File: src/rtl/spi_sck_pkg.sv
// Shared types and helpers for the SPI serial-clock engine.
// SPI_SCK_GUARD_EN enables the LEAD/TRAIL guard states handled in spi_sck_engine.
package spi_sck_pkg;

  typedef enum logic [1:0] {
    IDLE  = 2'd0,
    LEAD  = 2'd1,
    RUN   = 2'd2,
    TRAIL = 2'd3
  } state_t;

  // Half-period counter width: the largest half-period, 2^sppr_w << (2^spr_w - 1),
  // must be representable.
  function automatic int cnt_width(input int sppr_w, input int spr_w);
    return sppr_w + (1 << spr_w);
  endfunction

endpackage

File: src/rtl/spi_sck_prescaler.sv
// Half-period timer: counts 0..H-1 with H = (sppr+1) << spr, one-cycle tick at wrap.
// The counter is held at zero whenever run_en is low, so every phase starts fresh.
module spi_sck_prescaler
  import spi_sck_pkg::*;
#(
  parameter int SPPR_W = 3,
  parameter int SPR_W  = 3
) (
  input  logic              clk_in,
  input  logic              rstn_in,
  input  logic [SPPR_W-1:0] sppr,
  input  logic [SPR_W-1:0]  spr,
  input  logic              run_en,
  output logic              tick
);

  localparam int CNT_W = cnt_width(SPPR_W, SPR_W);

  logic [CNT_W-1:0] half;
  logic [CNT_W-1:0] cnt_q;

  assign half = (CNT_W'(sppr) + CNT_W'(1)) << spr;
  assign tick = run_en && (cnt_q == (half - CNT_W'(1)));

  always_ff @(posedge clk_in or negedge rstn_in) begin
    if (!rstn_in) begin
      cnt_q <= '0;
    end else if (!run_en || tick) begin
      cnt_q <= '0;
    end else begin
      cnt_q <= cnt_q + CNT_W'(1);
    end
  end

endmodule

File: src/rtl/spi_sck_engine.sv
// SPI SCK engine: frames one burst of 2*len SCK edges with CPOL/CPHA strobes.
// Optional macro SPI_SCK_GUARD_EN adds one half-period of guard before and after the burst.
//
// state | meaning
// IDLE  | sck follows cpol_in, waiting for an accepted start
// LEAD  | guard half-period at idle level before the first edge (guard build only)
// RUN   | counting half-periods, toggling sck and firing strobes
// TRAIL | guard half-period after the last edge, done at its end (guard build only)
module spi_sck_engine
  import spi_sck_pkg::*;
#(
  parameter int SPPR_W = 3,
  parameter int SPR_W  = 3,
  parameter int LEN_W  = 5
) (
  input  logic              clk_in,
  input  logic              rstn_in,
  input  logic              enable_in,
  input  logic              start_in,
  input  logic [LEN_W-1:0]  len_in,
  input  logic [SPPR_W-1:0] sppr_in,
  input  logic [SPR_W-1:0]  spr_in,
  input  logic              cpol_in,
  input  logic              cpha_in,
  output logic              sck_out,
  output logic              sample_out,
  output logic              shift_out,
  output logic              busy_out,
  output logic              done_out
);

`ifdef SPI_SCK_GUARD_EN
  localparam bit GUARD = 1'b1;
`else
  localparam bit GUARD = 1'b0;
`endif

  state_t state_q, state_d;

  logic [LEN_W-1:0]  len_q;
  logic [SPPR_W-1:0] sppr_q;
  logic [SPR_W-1:0]  spr_q;
  logic              cpha_q;
  logic              cpol_q;

  logic [LEN_W:0] edge_q, edge_d, next_edge, last_edge;
  logic sck_q, sck_d;
  logic sample_q, sample_d;
  logic shift_q, shift_d;
  logic done_q, done_d;
  logic accept, final_edge_seen, run_en, tick, leading;

  assign last_edge       = {len_q, 1'b0};
  assign next_edge       = edge_q + (LEN_W+1)'(1);
  assign final_edge_seen = (edge_q == last_edge);
  assign leading         = next_edge[0];
  assign accept          = (state_q == IDLE) && enable_in && start_in && (len_in != '0);

  // The final-edge cycle of RUN is spent with the timer parked so TRAIL starts from zero.
  assign run_en = enable_in &&
                  ((state_q == LEAD) || (state_q == TRAIL) ||
                   ((state_q == RUN) && !final_edge_seen));

  spi_sck_prescaler #(
    .SPPR_W (SPPR_W),
    .SPR_W  (SPR_W)
  ) u_prescaler (
    .clk_in  (clk_in),
    .rstn_in (rstn_in),
    .sppr    (sppr_q),
    .spr     (spr_q),
    .run_en  (run_en),
    .tick    (tick)
  );

  always_comb begin
    state_d  = state_q;
    edge_d   = edge_q;
    sck_d    = sck_q;
    sample_d = 1'b0;
    shift_d  = 1'b0;
    done_d   = 1'b0;

    if (!enable_in) begin
      state_d = IDLE;
      edge_d  = '0;
      sck_d   = cpol_in;
    end else begin
      case (state_q)
        IDLE: begin
          sck_d  = cpol_in;
          edge_d = '0;
          if (accept) begin
            if (GUARD) state_d = LEAD;
            else       state_d = RUN;
          end
        end
        LEAD: begin
          sck_d = cpol_q;
          if (tick) state_d = RUN;
        end
        RUN: begin
          if (final_edge_seen) begin
            if (GUARD) state_d = TRAIL;
            else       state_d = IDLE;
          end else if (tick) begin
            edge_d = next_edge;
            sck_d  = (next_edge == last_edge) ? cpol_q : ~sck_q;
            if (cpha_q) begin
              shift_d  = leading;
              sample_d = !leading;
            end else begin
              sample_d = leading;
              shift_d  = !leading && (next_edge != last_edge);
            end
            done_d = !GUARD && (next_edge == last_edge);
          end
        end
        TRAIL: begin
          if (tick) state_d = IDLE;
        end
        default: state_d = IDLE;
      endcase
    end
  end

  always_ff @(posedge clk_in or negedge rstn_in) begin
    if (!rstn_in) begin
      state_q <= IDLE;
    end else begin
      state_q <= state_d;
    end
  end

  always_ff @(posedge clk_in or negedge rstn_in) begin
    if (!rstn_in) begin
      edge_q   <= '0;
      sck_q    <= 1'b0;
      sample_q <= 1'b0;
      shift_q  <= 1'b0;
      done_q   <= 1'b0;
      len_q    <= '0;
      sppr_q   <= '0;
      spr_q    <= '0;
      cpha_q   <= 1'b0;
      cpol_q   <= 1'b0;
    end else begin
      edge_q   <= edge_d;
      sck_q    <= sck_d;
      sample_q <= sample_d;
      shift_q  <= shift_d;
      done_q   <= done_d;
      if (accept) begin
        len_q  <= len_in;
        sppr_q <= sppr_in;
        spr_q  <= spr_in;
        cpha_q <= cpha_in;
        cpol_q <= cpol_in;
      end
    end
  end

  assign sck_out    = sck_q;
  assign sample_out = sample_q;
  assign shift_out  = shift_q;
  assign busy_out   = (state_q != IDLE);
  assign done_out   = GUARD ? ((state_q == TRAIL) && tick) : done_q;

endmodule
File: config.mk
export PLATFORM = sky130hd
export DESIGN_NAME = spi_sck_engine
export DESIGN_NICKNAME = d
export VERILOG_FILES = /design/src/rtl/spi_sck_pkg.sv /design/src/rtl/spi_sck_prescaler.sv /design/src/rtl/spi_sck_engine.sv
export SDC_FILE = /design/constraint.sdc
export NUM_CORES = 1
export LEC_CHECK = 0
export BUFFER_PORTS_ARGS = -buffer_cell sky130_fd_sc_hd__buf_2
export CORE_ASPECT_RATIO = 0.5
export CORE_UTILIZATION = 65
export DETAILED_ROUTE_END_ITERATION = 7
export PLACE_DENSITY_LB_ADDON = 0.1
export SYNTH_ARGS = -nofsm -noshare
export SYNTH_HDL_FRONTEND = slang
export SYNTH_HIERARCHICAL = 1
export SYNTH_SLANG_ARGS = --single-unit
File: constraint.sdc
create_clock -name clk_in -period 8.17 [get_ports clk_in]
set_input_delay 0.817 -clock clk_in [delete_from_list [all_inputs] [get_ports clk_in]]
set_output_delay 0.817 -clock clk_in [all_outputs]
set_load 0.005 [all_outputs]
==> flow_summary_export.csv <==
group,metric,value,unit
cts,cts.clk_slew.worst_paths,70,ps
pwr,power_density,231.5,nW/um^2
finish,fin_util,73.78,%
synth,synth_edf_count,0,
cts,ctsHoldBuffers,0,
sta,clock.fmax,243.9,MHz
setup_path,cp_max_fo,17,
detailed_routing,routed_wl,5963,um
cts,htree_levels,2,
cts,root_buffer,"clkbuf_8",
cts,cts_resized,0,
floorplan,initial_core_util,69.94,%
cts,clk_latency,290,ps
detailed_routing,drt_iter0_drc,146,
setup_path,required,8360,ps
global_routing,overflow,0,
detailed_routing,drtAntennaViolNets,0,
sta,relSlewSlack,49.67,%
placement,io_buffers,21,
finish,nNetsFinal,338,
floorplan,core,4004,um^2
synth,synth.cell_area,2800,um^2
finish,fin_cells,372,
cts,cts_buffer_depth,2,
synth,netlist_instances,305,
pwr,internal_power,0.4002,mW
synth,async_flop_share,100.0,%
pwr,seq_power_share,34.5,%
floorplan,chipWidth,94.82,um
setup_path,crit_type,"reg -> reg",
global_routing,grt_pass1_vias,2238,
sta,rsz0062_at_grt,"no",
floorplan,row_count,16,
pwr,peakVddDrop,141.5,uV
setup_path,startpoint_type,"register",
sta,finalClockSkew,9.413,ps
placement,place_inst,364,
synth,synth_ff_type,"dfrtp_1",
synth,avgSynthCellArea,9.181,um^2
cts,cts_setup_buffers,0,
detailed_routing,wire_per_inst,16.03,um
placement,placed_cell_area,2850,um^2
pwr,p_leak,1.256,nW
finish,final_cell_mix,"nand2_1, dfrtp_1, xnor2_1, nor2_1, buf_2",
finish,syn2layout_area_growth,5.496,%
global_routing,grt_pass1_wl,10130,um
global_routing,grt_util_all_layers,28.54,%
synth,ys_ff_latch,35,
floorplan,die_height,48.41,um
pwr,p_total,0.6838,mW
global_routing,antenna_found_initial,0,
synth,synth_cell_type_count,68,
finish,n_antenna_cell,0,
synth,yosys_warnings,6,
synth,synth_nets,326,
detailed_routing,vias_per_cell,6.199,
cts,clkSinkCount,35,
cts,cts_tree,"built",
detailed_routing,route.detailed.drc,0,
setup_path,end_kind,"register",
pwr,p_clk_share,20.0,%
synth,ys_seq_area_share,31.28,%
finish,drive_above_1_share,21.38,%
floorplan,die_area,4590,um^2
sta,setup_viol,0,
outcome,status,"completed",
floorplan,boundaryPins,22,
pwr,swShare,41.47,%
pwr,p_switching,0.2836,mW
finish,final_common_cell,"nand2_1",
placement,place_congestion,0.9536,
sta,finalCriticalPeriod,4100,ps
placement,dp_hpwl,4401,um
sta,finalSetupTns,0,ps
finish,stdcell_area,2954,um^2
flow_run,maxCapViolCount,0,
worst_hold_path,min_path_type,"reg -> reg",
detailed_routing,drtPass1Iterations,4,
detailed_routing,vias,2306,
sta,period_share,50.18,%
sta,hold_violations,0,
setup_path,critPathArrivalTime,4290,ps
cts,numCtsBuffers,5,
global_routing,grt_max_degree,36,
sta,worst_slew_pin_slew,752.1,ps
pwr,combPwrFrac,45.5,%
sta,drv_slew,0,
[final cells by class]
cell class	count	area (um^2)
clock buffers	7	96.34
repair buffers	22	112.6
well taps	54	67.56
multi-input cells	248	1775
flip-flops and latches	35	875.8
clock inverters	1	7.507
fillers	306	1050
inverters	5	18.77
[state kept, by name (all words and copies together), names as in the netlist, 3 cells and up]
| signal | count |
|---|---|
| edge_q | 6 |
| len_q | 5 |
| sppr_q | 3 |
| spr_q | 3 |
| u_prescaler/cnt_q | 11 |
[logic make-up after synthesis]
kind of cell | share of synthesized area (%)
AND/OR/NAND/NOR | 26.10
multiplexers | 4.290
adder cells (fa/ha/maj) | 1.787
AO/OA/AOI/OAI | 18.77
flip-flops | 31.28
XOR/XNOR | 12.47
buffers and inverters | 5.317
[worst paths after layout]
check	cells past startpoint	slack, ps	start	endpoint
worst max-delay path	16	4070	sppr_q[0]$_DFFE_PN0P_	done_out$_DFF_PN0_
min in group asynchronous	1	590	rstn_in	len_q[3]$_DFFE_PN0P_
worst min-delay path	2	500	len_q[3]$_DFFE_PN0P_	len_q[3]$_DFFE_PN0P_
worst max register to register	16	4070	sppr_q[0]$_DFFE_PN0P_	done_out$_DFF_PN0_
worst min register to register	2	500	len_q[3]$_DFFE_PN0P_	len_q[3]$_DFFE_PN0P_
max in group asynchronous	1	7090	rstn_in	sppr_q[1]$_DFFE_PN0P_
[power by group through the flow]
stage	combinational, mW	clock [mW]	sequential (mW)
after floorplan	0.285	0	0.209
after detailed placement	0.304	0	0.238
final	0.311	0.137	0.236
after CTS	0.306	0.139	0.235
after global routing	0.339	0.147	0.240
after global placement	0.297	0	0.236
[metrics by stage]
stage | setup WS, ps | hold WS, ps
after CTS | 4110 | 501.1
after global placement | 4269 | 485.4
after floorplan | 4825 | 464.2
after detailed placement | 4130 | 484.5
final | 4070 | 502.9
after global routing | 3655 | 509.2
[metal layers]
metal | global-route usage [%] | vias to the layer above | wire length [um]
li1 | - | 1113 | -
met1 | 37.08 | 1088 | 2666
met2 | 48.92 | 93 | 2892
met3 | 4.874 | 12 | 306
met4 | 8.586 | 0 | 97
met5 | 0 | - | 0
[cell usage after synthesis, drive strengths merged (6+ instances only)]
library cell | n | area, um^2
xnor2 | 25 | 219.0
nand4 | 9 | 62.56
nand3 | 14 | 75.07
nor2 | 31 | 141.4
mux2 | 8 | 90.09
xor2 | 14 | 130.1
buf | 14 | 118.9
dfrtp | 35 | 875.8
a211oi | 6 | 60.06
nand2 | 41 | 153.9
o21ai | 7 | 57.55
a21oi | 10 | 53.80
nor3 | 6 | 35.03
[critical path, stage by stage, from the launching register on]
cell and delay, ps:
dfrtp_1 670, ha_1 420, nand2b_4 180, nand2_1 70, nand2_1 60, ha_1 290
inv_1 130, a2111oi_4 310, nand4_1 180, xnor2_1 190, o31ai_1 100, a311oi_2 260
buf_4 260, and2_1 320, o21ai_4 120, or2_1 250, nor4_1 180
Note: power is estimated with default switching activity, not from simulation.
